$ cat config.mk
export PLATFORM = sky130hd
export DESIGN_NAME = instr_fetch_decode_flat
export DESIGN_NICKNAME = d
export VERILOG_FILES = /design/src/rtl/instr_fetch_decode_pkg.sv /design/src/rtl/instr_fetch_decode_if.sv /design/src/rtl/instr_fetch_decode.sv /design/src/flat_wrapper.sv
export SDC_FILE = /design/constraint.sdc
export NUM_CORES = 1
export LEC_CHECK = 0
export BUFFER_PORTS_ARGS = -buffer_cell sky130_fd_sc_hd__clkbuf_2
export CORE_MARGIN = 2
export CORE_UTILIZATION = 50
export CTS_CLUSTER_DIAMETER = 120
export DETAILED_ROUTE_END_ITERATION = 8
export GPL_ROUTABILITY_DRIVEN = 0
export GPL_TIMING_DRIVEN = 1
export PLACE_DENSITY = 0.79
export SLEW_MARGIN = 20
export SYNTH_ARGS = -nofsm -noshare
export SYNTH_HDL_FRONTEND = slang
export SYNTH_SLANG_ARGS = --single-unit
$ cat constraint.sdc
create_clock -name clk -period 2 [get_ports clk]
set_clock_uncertainty 0.2 [all_clocks]
set_input_delay 0.4 -clock clk [delete_from_list [all_inputs] [get_ports clk]]
set_output_delay 0.4 -clock clk [all_outputs]
set_load 0.02 [all_outputs]
$ cat src/rtl/instr_fetch_decode_pkg.sv
// Shared CPU front-end constants: opcodes, instruction field positions,
// fetch/decode FSM state encoding and small field-extraction helpers.
package instr_fetch_decode_pkg;

    localparam int unsigned PC_WIDTH_DEF    = 8;
    localparam int unsigned INSTR_WIDTH_DEF = 8;
    localparam int unsigned CNT_WIDTH_DEF   = 16;

    localparam logic [2:0] OP_ADD  = 3'd0;
    localparam logic [2:0] OP_SUB  = 3'd1;
    localparam logic [2:0] OP_MUL  = 3'd2;
    localparam logic [2:0] OP_DIV  = 3'd3;
    localparam logic [2:0] OP_AND  = 3'd4;
    localparam logic [2:0] OP_OR   = 3'd5;
    localparam logic [2:0] OP_XOR  = 3'd6;
    localparam logic [2:0] OP_HALT = 3'd7;

    // Instruction field map: [7:5] operation, [4:3] rd, [2:1] rs, [0] reserved
    localparam int unsigned IR_OP_MSB = 7;
    localparam int unsigned IR_OP_LSB = 5;
    localparam int unsigned IR_RD_MSB = 4;
    localparam int unsigned IR_RD_LSB = 3;
    localparam int unsigned IR_RS_MSB = 2;
    localparam int unsigned IR_RS_LSB = 1;

    localparam logic [1:0] ST_FETCH  = 2'd0;
    localparam logic [1:0] ST_DECODE = 2'd1;
    localparam logic [1:0] ST_HALT   = 2'd2;

    function automatic logic [2:0] ir_op(input logic [INSTR_WIDTH_DEF-1:0] ir);
        return ir[IR_OP_MSB:IR_OP_LSB];
    endfunction

    function automatic logic [1:0] ir_rd(input logic [INSTR_WIDTH_DEF-1:0] ir);
        return ir[IR_RD_MSB:IR_RD_LSB];
    endfunction

    function automatic logic [1:0] ir_rs(input logic [INSTR_WIDTH_DEF-1:0] ir);
        return ir[IR_RS_MSB:IR_RS_LSB];
    endfunction

endpackage

$ cat src/rtl/instr_fetch_decode_if.sv
// Instruction-memory handshake plus decoded-instruction bus of the fetch/decode stage.
// master = fetch/decode unit, slave = memory/execute side.
interface instr_fetch_decode_if
    import instr_fetch_decode_pkg::*;
#(
    parameter int unsigned PC_WIDTH    = PC_WIDTH_DEF,
    parameter int unsigned INSTR_WIDTH = INSTR_WIDTH_DEF,
    parameter int unsigned CNT_WIDTH   = CNT_WIDTH_DEF
);
    logic                   imem_req;
    logic [PC_WIDTH-1:0]    imem_addr;
    logic                   imem_ack;
    logic [INSTR_WIDTH-1:0] imem_rdata;
    logic [2:0]             operation;
    logic [1:0]             rd_addr;
    logic [1:0]             rs_addr;
    logic                   dec_valid;
    logic                   dec_ready;
    logic                   halted;
    logic [PC_WIDTH-1:0]    pc;
    logic [CNT_WIDTH-1:0]   instr_count;

    modport master (
        output imem_req, imem_addr, operation, rd_addr, rs_addr,
               dec_valid, halted, pc, instr_count,
        input  imem_ack, imem_rdata, dec_ready
    );

    modport slave (
        input  imem_req, imem_addr, operation, rd_addr, rs_addr,
               dec_valid, halted, pc, instr_count,
        output imem_ack, imem_rdata, dec_ready
    );
endinterface

$ cat src/rtl/instr_fetch_decode.sv
// Fetch/decode front end: owns PC and IR, fetches over req/ack, presents decoded
// fields to execute with valid/ready, stops on HALT. IFD_JUMP_EN adds a jump port.
module instr_fetch_decode
    import instr_fetch_decode_pkg::*;
#(
    parameter int unsigned PC_WIDTH    = PC_WIDTH_DEF,
    parameter int unsigned INSTR_WIDTH = INSTR_WIDTH_DEF,
    parameter int unsigned CNT_WIDTH   = CNT_WIDTH_DEF
) (
    input  logic                clk,
    input  logic                rst,
`ifdef IFD_JUMP_EN
    input  logic                jump_valid,
    input  logic [PC_WIDTH-1:0] jump_target,
`endif
    instr_fetch_decode_if.master bus
);

    logic [1:0]             state_q,  state_d;
    logic [PC_WIDTH-1:0]    pc_q,     pc_d;
    logic [INSTR_WIDTH-1:0] ir_q,     ir_d;
    logic                   req_q,    req_d;
    logic                   valid_q,  valid_d;
    logic                   halted_q, halted_d;
    logic [CNT_WIDTH-1:0]   cnt_q,    cnt_d;
    logic                   ir_rsvd_unused;

    always_ff @(posedge clk or posedge rst) begin
        if (rst) begin
            state_q  <= ST_FETCH;
            pc_q     <= '0;
            ir_q     <= '0;
            req_q    <= 1'b0;
            valid_q  <= 1'b0;
            halted_q <= 1'b0;
            cnt_q    <= '0;
        end else begin
            state_q  <= state_d;
            pc_q     <= pc_d;
            ir_q     <= ir_d;
            req_q    <= req_d;
            valid_q  <= valid_d;
            halted_q <= halted_d;
            cnt_q    <= cnt_d;
        end
    end

    // Next-state and next-output logic; request is raised one edge after entering FETCH idle
    always_comb begin
        state_d  = state_q;
        pc_d     = pc_q;
        ir_d     = ir_q;
        req_d    = req_q;
        valid_d  = valid_q;
        halted_d = halted_q;
        cnt_d    = cnt_q;

        case (state_q)
            ST_FETCH: begin
                if (!req_q) begin
                    req_d = 1'b1;
                end else if (bus.imem_ack) begin
                    ir_d    = bus.imem_rdata;
                    pc_d    = pc_q + PC_WIDTH'(1);
                    req_d   = 1'b0;
                    valid_d = 1'b1;
                    state_d = ST_DECODE;
                end
            end
            ST_DECODE: begin
                if (bus.dec_ready) begin
                    valid_d = 1'b0;
                    if (cnt_q != {CNT_WIDTH{1'b1}}) begin
                        cnt_d = cnt_q + CNT_WIDTH'(1);
                    end
                    if (ir_q[IR_OP_MSB:IR_OP_LSB] == OP_HALT) begin
                        state_d  = ST_HALT;
                        halted_d = 1'b1;
                    end else begin
                        state_d = ST_FETCH;
                        req_d   = 1'b1;
                    end
                end
            end
            ST_HALT: begin
                req_d    = 1'b0;
                valid_d  = 1'b0;
                halted_d = 1'b1;
            end
            default: begin
                state_d = ST_FETCH;
                req_d   = 1'b0;
                valid_d = 1'b0;
            end
        endcase

`ifdef IFD_JUMP_EN
        // Jump overrides any same-cycle ack (data dropped) or retire
        if (jump_valid) begin
            pc_d     = jump_target;
            ir_d     = ir_q;
            cnt_d    = cnt_q;
            valid_d  = 1'b0;
            halted_d = 1'b0;
            req_d    = 1'b1;
            state_d  = ST_FETCH;
        end
`endif
    end

    assign bus.imem_req    = req_q;
    assign bus.imem_addr   = pc_q;
    assign bus.operation   = ir_q[IR_OP_MSB:IR_OP_LSB];
    assign bus.rd_addr     = ir_q[IR_RD_MSB:IR_RD_LSB];
    assign bus.rs_addr     = ir_q[IR_RS_MSB:IR_RS_LSB];
    assign bus.dec_valid   = valid_q;
    assign bus.halted      = halted_q;
    assign bus.pc          = pc_q;
    assign bus.instr_count = cnt_q;

    // IR[0] is reserved and intentionally not decoded
    assign ir_rsvd_unused = ir_q[0];

endmodule

$ cat src/flat_wrapper.sv
// flat-port wrapper written by rule: the top's interface ports become plain ports
module instr_fetch_decode_flat import instr_fetch_decode_pkg::*;
#(
    parameter int unsigned PC_WIDTH    = PC_WIDTH_DEF,
    parameter int unsigned INSTR_WIDTH = INSTR_WIDTH_DEF,
    parameter int unsigned CNT_WIDTH   = CNT_WIDTH_DEF
)
  (clk, rst, bus_imem_req, bus_imem_addr, bus_operation, bus_rd_addr, bus_rs_addr, bus_dec_valid, bus_halted, bus_pc, bus_instr_count, bus_imem_ack, bus_imem_rdata, bus_dec_ready);
  instr_fetch_decode_if #(.PC_WIDTH(PC_WIDTH), .INSTR_WIDTH(INSTR_WIDTH), .CNT_WIDTH(CNT_WIDTH)) bus_i ();
  input  logic clk;
  input  logic rst;
  output wire logic [$bits(bus_i.imem_req)-1:0] bus_imem_req;
  output wire logic [$bits(bus_i.imem_addr)-1:0] bus_imem_addr;
  output wire logic [$bits(bus_i.operation)-1:0] bus_operation;
  output wire logic [$bits(bus_i.rd_addr)-1:0] bus_rd_addr;
  output wire logic [$bits(bus_i.rs_addr)-1:0] bus_rs_addr;
  output wire logic [$bits(bus_i.dec_valid)-1:0] bus_dec_valid;
  output wire logic [$bits(bus_i.halted)-1:0] bus_halted;
  output wire logic [$bits(bus_i.pc)-1:0] bus_pc;
  output wire logic [$bits(bus_i.instr_count)-1:0] bus_instr_count;
  input wire logic [$bits(bus_i.imem_ack)-1:0] bus_imem_ack;
  input wire logic [$bits(bus_i.imem_rdata)-1:0] bus_imem_rdata;
  input wire logic [$bits(bus_i.dec_ready)-1:0] bus_dec_ready;
  assign bus_imem_req = bus_i.imem_req;
  assign bus_imem_addr = bus_i.imem_addr;
  assign bus_operation = bus_i.operation;
  assign bus_rd_addr = bus_i.rd_addr;
  assign bus_rs_addr = bus_i.rs_addr;
  assign bus_dec_valid = bus_i.dec_valid;
  assign bus_halted = bus_i.halted;
  assign bus_pc = bus_i.pc;
  assign bus_instr_count = bus_i.instr_count;
  assign bus_i.imem_ack = bus_imem_ack;
  assign bus_i.imem_rdata = bus_imem_rdata;
  assign bus_i.dec_ready = bus_dec_ready;
  instr_fetch_decode #(.PC_WIDTH(PC_WIDTH), .INSTR_WIDTH(INSTR_WIDTH), .CNT_WIDTH(CNT_WIDTH)) u_core (.clk(clk), .rst(rst), .bus(bus_i));
endmodule
==> key figures, run 1 <==
Synth
  • Ys async rst share: 100.0%
  • Post-synth cell types: 32
  • Leading post-synthesis cells by cell area: dfrtp_1 55%, xor2_1 9.0%, mux2_2 5.5%
  • Post-synthesis sequential area ratio: 54.59%
  • Syn Std Cell Area: 1650 um2
  • Yosys top cell by area: dfrtp_1
  • Yosys reg bits: 36
  • Yosys warnings: 0
  • Syn_area_per_cell: 12.05 um2
  • EDFF count, synth: 0
  • Synth Net Count: around 150
  • Main synth FF type: dfrtp_1
  • Cells after synthesis: about 140
  • Yosys top cell area share: 54.59%

STA
  • FMAX: 533.7 MHz
  • Endpoints failing setup: 0
  • Hold WS: about 0.086 ns
  • Setup_tns: 0 ns
  • Actual transition at the worst max-transition pin: 0.4178 ns
  • Pins over their slew limit: 0
  • RSZ-0062 raised after global routing: no
  • Final Cycle Share: 93.69%
  • Final hold violations: 0
  • Tmin final: around 1.9 ns
  • Slew HR: 71.75%

Worst hold path
  • Hold_sp: bus_imem_rdata[2]
  • Min-delay worst type: input pin to flop

Clocking
  • CTS Buf Count: 5
  • Clk_lat worst skew: roughly 0.34 ns
  • TritonCTS clock tree: yes
  • H-tree levels: 2
  • CTS root buffer: clkbuf_4
  • Clk buf depth: 2
  • Clk sinks: 36
  • Worst-path clk slew: ~0.11 ns

Worst setup path
  • RR Startpoint: u_core.bus.instr_count[12]$_DFFE_PP0P_
  • Worst Path Required: 2.01 ns
  • Crit end category: flop
  • Crit path kind: flop to flop
  • Worst Path Max Fanout: 5
  • Worst setup path start: u_core.bus.instr_count[12]$_DFFE_PP0P_
  • Worst Path Arrival: 1.89 ns
  • Crit start category: flop

Drt
  • Initial DRC Count: 17
  • Routed WL per cell: between 10 and 15 um
  • Pre-antenna DRT Iters: 4
  • DRC Markers: 0
  • Drt total wl: 3232 um
  • Antenna-violating nets left: 0
  • Vias per std cell: 5.233
  • Routed via count: ~1.3k

Pwr
  • Peak supply drop: 0.6144 mV
  • Gate power share: 2.4%
  • Switch share: 20.38%
  • Total power: 0.001257 W
  • Psw: 0.0002562 W
  • Internal: around 0.0010 W
  • Share of power burned in registers: roughly 58%
  • Leakage: between 1 and 1.5 nW
  • Clock share of power: 39.8%
  • Pwr Density: 609.6 nW/um2

Cells and area
  • Layout area overhead: 24.94%
  • Layout cells sized above 1: 45.41%
  • Most frequent cells in the layout: 52 x clkbuf_2, 34 x dfrtp_1, 17 x xor2_1
  • Commonest non-fill, non-tap cell in the layout: clkbuf_2
  • Final Util: between 60% and 70%
  • Fin nets: between 200 and 250
  • Layout Cells excl Fill: 240
  • Diode count: 0
  • Fillers: 260

Global route
  • Vias in the first global route: 1,163
  • Largest net degree at the start of global routing: 20
  • Global Route Usage Sum: a little under a fifth
  • Grt ovf: 0
  • Initial antenna violation count: 0
  • Global-route wire length before repair: just over 5000 um

Floorplan
  • Die height: 61.45 um
  • Width of the die: 61.45 um
  • Full die area: 3776 um2
  • Initial Util: 53.19%
  • Io pins: 54
  • CORE AREA: 3103 um2
  • Cell Rows: 20

Place
  • Port buffer count: 52
  • Placed Cells: 231
  • HPWL Detailed: 2417 um

Job
  • Maxcap violations: 0

Outcome
  • Status: complete, no violations
-- cell families (layout without fill, tap and decap cells) --
| kind of cell | count (synthesis) | count (layout) | share of synthesized area [%] |
|---|---|---|---|
| AOI/OAI and AO/OA | 6 | 6 | 2.275 |
| xor gates and xnor gates | 22 | 22 | 11.68 |
| adders and majority gates | 2 | 2 | 1.516 |
| buffers and inverters | 14 | 73 | 5.079 |
| DFF | 36 | 36 | 54.59 |
| muxes | 9 | 9 | 6.368 |
| and+or+nand+nor | 48 | 48 | 18.50 |
-- through the flow --
stage	setup WS, ns	area (um2)
after global routing	0.01474	2062
after detailed placement	0.1315	1957
final	0.1262	2062
after CTS	0.1045	2043
after global placement	0.1888	1957
after floorplan	0.03998	1650
-- path summary, 6_finish.rpt --
check	endpoint	slack, ns	cells past startpoint
hold / removal	u_core.ir_q[2]$_DFFE_PP0P_	0.09	2
hold reg to reg	u_core.bus.halted$_DFFE_PP0P_	0.28	1
max in group asynchronous	u_core.bus.instr_count[0]$_DFFE_PP0P_	0.95	4
min in group asynchronous	u_core.bus.imem_addr[2]$_DFFE_PP0P_	0.41	4
setup reg to reg	u_core.bus.instr_count[13]$_DFFE_PP0P_	0.13	5
setup / recovery	u_core.bus.instr_count[13]$_DFFE_PP0P_	0.13	5
-- critical path, cell delays in order (launching register included) --
cell and delay (ns):
dfrtp_1 0.45, nand4_1 0.25, nor4_4 0.44, buf_4 0.21, nor3_1 0.07, xor2_1 0.15
-- cells in the mapped netlist, drive strengths merged (3+ instances only) --
cell / n
nand4: 6
inv: 4
nor4: 4
nor2: 7
nor3: 6
buf: 9
nand2: 6
a21oi: 3
xor2: 17
xnor2: 5
mux2: 9
dfrtp: 36
nand3: 7
-- metal layers --
layer / vias up / wire length, um / share of wire, % / track usage (%)
li1: 590 / - / - / -
met1: 611 / 1371 / 42 / 22.48
met2: 44 / 1612 / 50 / 31.76
met3: 11 / 169 / 5.2 / 5.672
met4: 0 / 79 / 2.4 / 9.422
met5: - / 0 / 0 / 0
-- layout make-up --
cell class / count / area (um2) / area share [%]
clock buffer: 6 / 41.29 / 2.002
clock inverter: 2 / 35.03 / 1.699
inverter: 4 / 15.01 / 0.7282
multi-input combinational: 87 / 681.9 / 33.07
sequential: 36 / 903.4 / 43.81
tap: 44 / 55.05 / 2.670
timing repair buffer: 61 / 330.3 / 16.02
-- state kept, by name (all words and copies together) (netlist names) --
name                    flops
u_core.bus.dec_valid        1
u_core.bus.halted           1
u_core.bus.imem_addr        8
u_core.bus.imem_req         1
u_core.bus.instr_count     16
u_core.ir_q                 7
u_core.state_q              2
-- power groups by stage --
| stage | Combinational [W] | Clock (W) | Sequential, W |
|---|---|---|---|
| 2_1_floorplan | 0.0000120 | 0 | 0.000742 |
| 3_3_place_gp | 0.0000281 | 0 | 0.000742 |
| 3_5_place_dp | 0.0000296 | 0 | 0.000742 |
| 4_1_cts | 0.0000313 | 0.000517 | 0.000727 |
| 5_1_grt | 0.0000346 | 0.000546 | 0.000728 |
| 6_report | 0.0000299 | 0.000500 | 0.000727 |
-- repair_timing --
action | CTS | global route
setup endpoints to repair | 0 | 6
buffers inserted | 0 | 0
hold endpoints to repair | 36 | 0
hold buffers | 1 | 0
resized for setup | 0 | 5
(Power assumes the default switching activity.)
==> run 2: changes to the inputs <==
ABC_AREA = 1   (was not set)
CORE_UTILIZATION = 47   (was 50)
PLACE_DENSITY = 0.76   (was 0.79)
clock period = 1.7 ns   (was 2 ns; I/O delays follow)
==> run 2 against run 1 <==
Hold slack worse by 0.047 ns. Synthesized cell count is 82% higher. Clock power is 52% higher. Combinational power grew to 61 times the previous value. Utilization is 4.1 points lower. Maximum frequency is 18% higher. Non-clock buffer count is 12 higher. Largest cell class is now multi-input gates. Register-to-register slack hardly changed. Area after synthesis is 19% higher. Critical path depth is 4 higher.
==> key figures, run 2 <==
Worst setup path
  • Worst Path Max Fanout: 10
  • CP Cell Sequence: ha_1 -> inv_2 -> nor2_8 -> nand2_4 -> nor2_4 -> nor2_4 -> buf_4 -> nand2_1 -> o21ai_0
  • Buf/Inv on CP: 2
  • Crit end category: flop
  • Worst r2r dst: u_core.bus.instr_count[12]$_DFFE_PP0P_
  • R2R Setup Slk: 0.11 ns
  • Worst Path Required: about 1.7 ns
  • Cells on worst reg2reg path: 9
  • Most frequent cell on the critical path: nor2_4
  • Critical Path Slowest Stage Cell: dfrtp_2
  • Crit start category: flop
  • Delay-heaviest family, CP: simple AND/OR/NAND/NOR gates
  • RR Startpoint: u_core.bus.instr_count[0]$_DFFE_PP0P_
  • Slowest stage delay, CP: approximately 0.36 ns
  • Worst Path Arrival: 1.57 ns
  • Crit path kind: flop to flop

Synth
  • Syn_area_per_cell: 7.914 um2
  • Most numerous cell in the Yosys netlist: nand2_1
  • Ys async rst share: 100.0%
  • Yosys reg bits: 36
  • Syn Std Cell Area: just under 2000 um2
  • Main synth FF type: dfrtp_1
  • EDFF count, synth: 0
  • Yosys top cell area share: 45.71%
  • Post-synthesis sequential area ratio: 45.71%
  • Post-synth cell types: 28
  • Yosys warnings: 0
  • Cells after synthesis: 249
  • Synth cell count leaders: 108 x nand2_1, 36 x dfrtp_1, 18 x inv_1
  • Yosys top cell by area: dfrtp_1
  • Synth Net Count: roughly 260
  • Leading post-synthesis cells by cell area: dfrtp_1 46%, nand2_1 21%, inv_1 3.4%

STA
  • Pins over their slew limit: 0
  • Setup_tns: 0 ns
  • RSZ-0062 raised after global routing: no
  • Hold WS: 0.03894 ns
  • Final setup margin: 0.1125 ns
  • FMAX: 629.9 MHz
  • Actual transition at the worst max-transition pin: between 0.4 and 0.5 ns
  • Endpoints failing setup: 0
  • Final Cycle Share: slightly above 90%
  • Tmin final: 1.587 ns
  • Final hold violations: 0
  • Slew HR: 69.08%

Cells and area
  • Diode count: 0
  • Multi-input combinational cell area: a little over 900 um2
  • Layout Cells excl Fill: 369
  • Fillers: 365
  • Layout area overhead: 27.56%
  • Final Util: 62.39%
  • Number of flip-flops in the largest register: 16
  • Commonest non-fill, non-tap cell in the layout: nand2_1
  • Fin nets: around 330
  • Register area: approximately 900 um2
  • Layout cells sized above 1: 32.92%
  • Most frequent cells in the layout: 108 x nand2_1, 52 x clkbuf_2, 31 x dfrtp_1

Clocking
  • CTS Buf Count: 5
  • Clk sinks: 36
  • H-tree levels: 2
  • CTS root buffer: clkbuf_8
  • Worst-path clk slew: about 0.080 ns
  • Clk_lat worst skew: between 0.2 and 0.3 ns
  • TritonCTS clock tree: yes
  • Clk buf depth: 2

Outcome
  • Status: complete, no violations

Pwr
  • Leakage: 1.350 nW
  • Peak supply drop: 0.9793 mV
  • Share of power burned in registers: 35.8%
  • Internal: ~0.0023 W
  • Clock share of power: 18.9%
  • Gate power share: 45.3%
  • Pwr Density: ~1600 nW/um2
  • Switch share: 43.96%
  • Psw: 0.001766 W

Drt
  • Vias per std cell: approximately 4.8
  • Routed WL per cell: 11.91 um
  • Antenna-violating nets left: 0
  • Drt total wl: 4396 um
  • DRC Markers: 0
  • Pre-antenna DRT Iters: 4
  • Routed via count: 1,769
  • Initial DRC Count: 70

Place
  • Pre-CTS WS: approximately 0.060 ns
  • Port buffer count: 52
  • HPWL Detailed: 3322 um
  • Placed Cells: 358

Floorplan
  • Cell Rows: 23
  • Io pins: 54
  • Full die area: 4727 um2
  • Die height: 68.75 um
  • CORE AREA: 4029 um2
  • Width of the die: between 60 and 70 um
  • Initial Util: between 40% and 50%

Global route
  • Largest net degree at the start of global routing: 20
  • Global Route Usage Sum: 21.13%
  • Vias in the first global route: 1,672
  • Global-route wire length before repair: 7376 um
  • Grt ovf: 0
  • Initial antenna violation count: 0

Worst hold path
  • Min-delay worst type: input pin to flop
  • Hold EP: u_core.ir_q[1]$_DFFE_PP0P_
  • Worst Hold Path Cells: 3
  • Hold_sp: bus_imem_rdata[1]

Job
  • Maxcap violations: 0
-- run 2: stage by stage --
| stage | area, um2 | total power [W] |
|---|---|---|
| 5_1_grt | 2514 | 0.004334 |
| 6_report | 2514 | 0.004017 |
| 2_1_floorplan | 1973 | 0.002656 |
| 4_1_cts | 2477 | 0.004041 |
| 3_3_place_gp | 2356 | 0.003199 |
| 3_5_place_dp | 2356 | 0.003265 |
-- run 2: layer usage --
metal  wire [um]  track usage, %  vias to the layer above
li1            -               -                      901
met1        1917           23.71                      808
met2        2162           38.34                       51
met3         255           5.844                        9
met4          61           7.108                        0
met5           0               0                        -
-- run 2: cells by family (layout without fill, tap and decap cells) --
family	after synthesis	in the layout	synth area share, %
and+or+nand+nor	156	156	36.06
DFF	36	36	45.71
buffers and inverters	31	101	8.253
AOI/OAI and AO/OA	12	12	3.365
xor gates and xnor gates	12	12	5.333
adders and majority gates	2	2	1.270
-- run 2: how the worst max path moves through the flow --
| stage | start | to | slack (ns) | cells past startpoint |
|---|---|---|---|---|
| after CTS | u_core.bus.instr_count[0]$_DFFE_PP0P_ | u_core.bus.instr_count[11]$_DFFE_PP0P_ | 0.02 | 8 |
| final | u_core.bus.instr_count[0]$_DFFE_PP0P_ | u_core.bus.instr_count[12]$_DFFE_PP0P_ | 0.11 | 9 |
| after global routing | u_core.bus.instr_count[6]$_DFFE_PP0P_ | u_core.bus.instr_count[11]$_DFFE_PP0P_ | 0.008 | 8 |
| after detailed placement | u_core.bus.instr_count[0]$_DFFE_PP0P_ | u_core.bus.instr_count[11]$_DFFE_PP0P_ | 0.06 | 9 |
| after global placement | u_core.bus.instr_count[0]$_DFFE_PP0P_ | u_core.bus.instr_count[11]$_DFFE_PP0P_ | 0.10 | 9 |
| after floorplan | u_core.bus.instr_count[0]$_DFFE_PP0P_ | u_core.bus.instr_count[8]$_DFFE_PP0P_ | 0.007 | 9 |
-- run 2: power by group through the flow --
stage / logic [W] / registers (W) / clock network [W]
2_1_floorplan: 0.000867 / 0.00179 / 0
3_3_place_gp: 0.00177 / 0.00143 / 0
3_5_place_dp: 0.00182 / 0.00145 / 0
4_1_cts: 0.00183 / 0.00144 / 0.000780
5_1_grt: 0.00204 / 0.00148 / 0.000815
6_report: 0.00182 / 0.00144 / 0.000761
-- run 2: repair_timing --
action	4_1_cts	5_1_grt
setup buffers	0	2
endpoints found under the setup margin	0	10
resized for setup	0	10
hold endpoints to repair	8	0
hold buffers	1	0
-- run 2: final cells by class --
| type | count | area share [%] |
|---|---|---|
| clock inverters | 3 | 1.692 |
| repair buffers | 73 | 17.22 |
| flip-flops and latches | 36 | 36.09 |
| well taps | 50 | 2.489 |
| inverters | 20 | 2.987 |
| clock buffers | 5 | 2.738 |
| multi-input cells | 182 | 36.78 |
-- run 2: worst min-delay path, stage by stage --
cell      delay [ns]
clkbuf_2        0.07
nand2_1         0.04
nand2_1         0.05
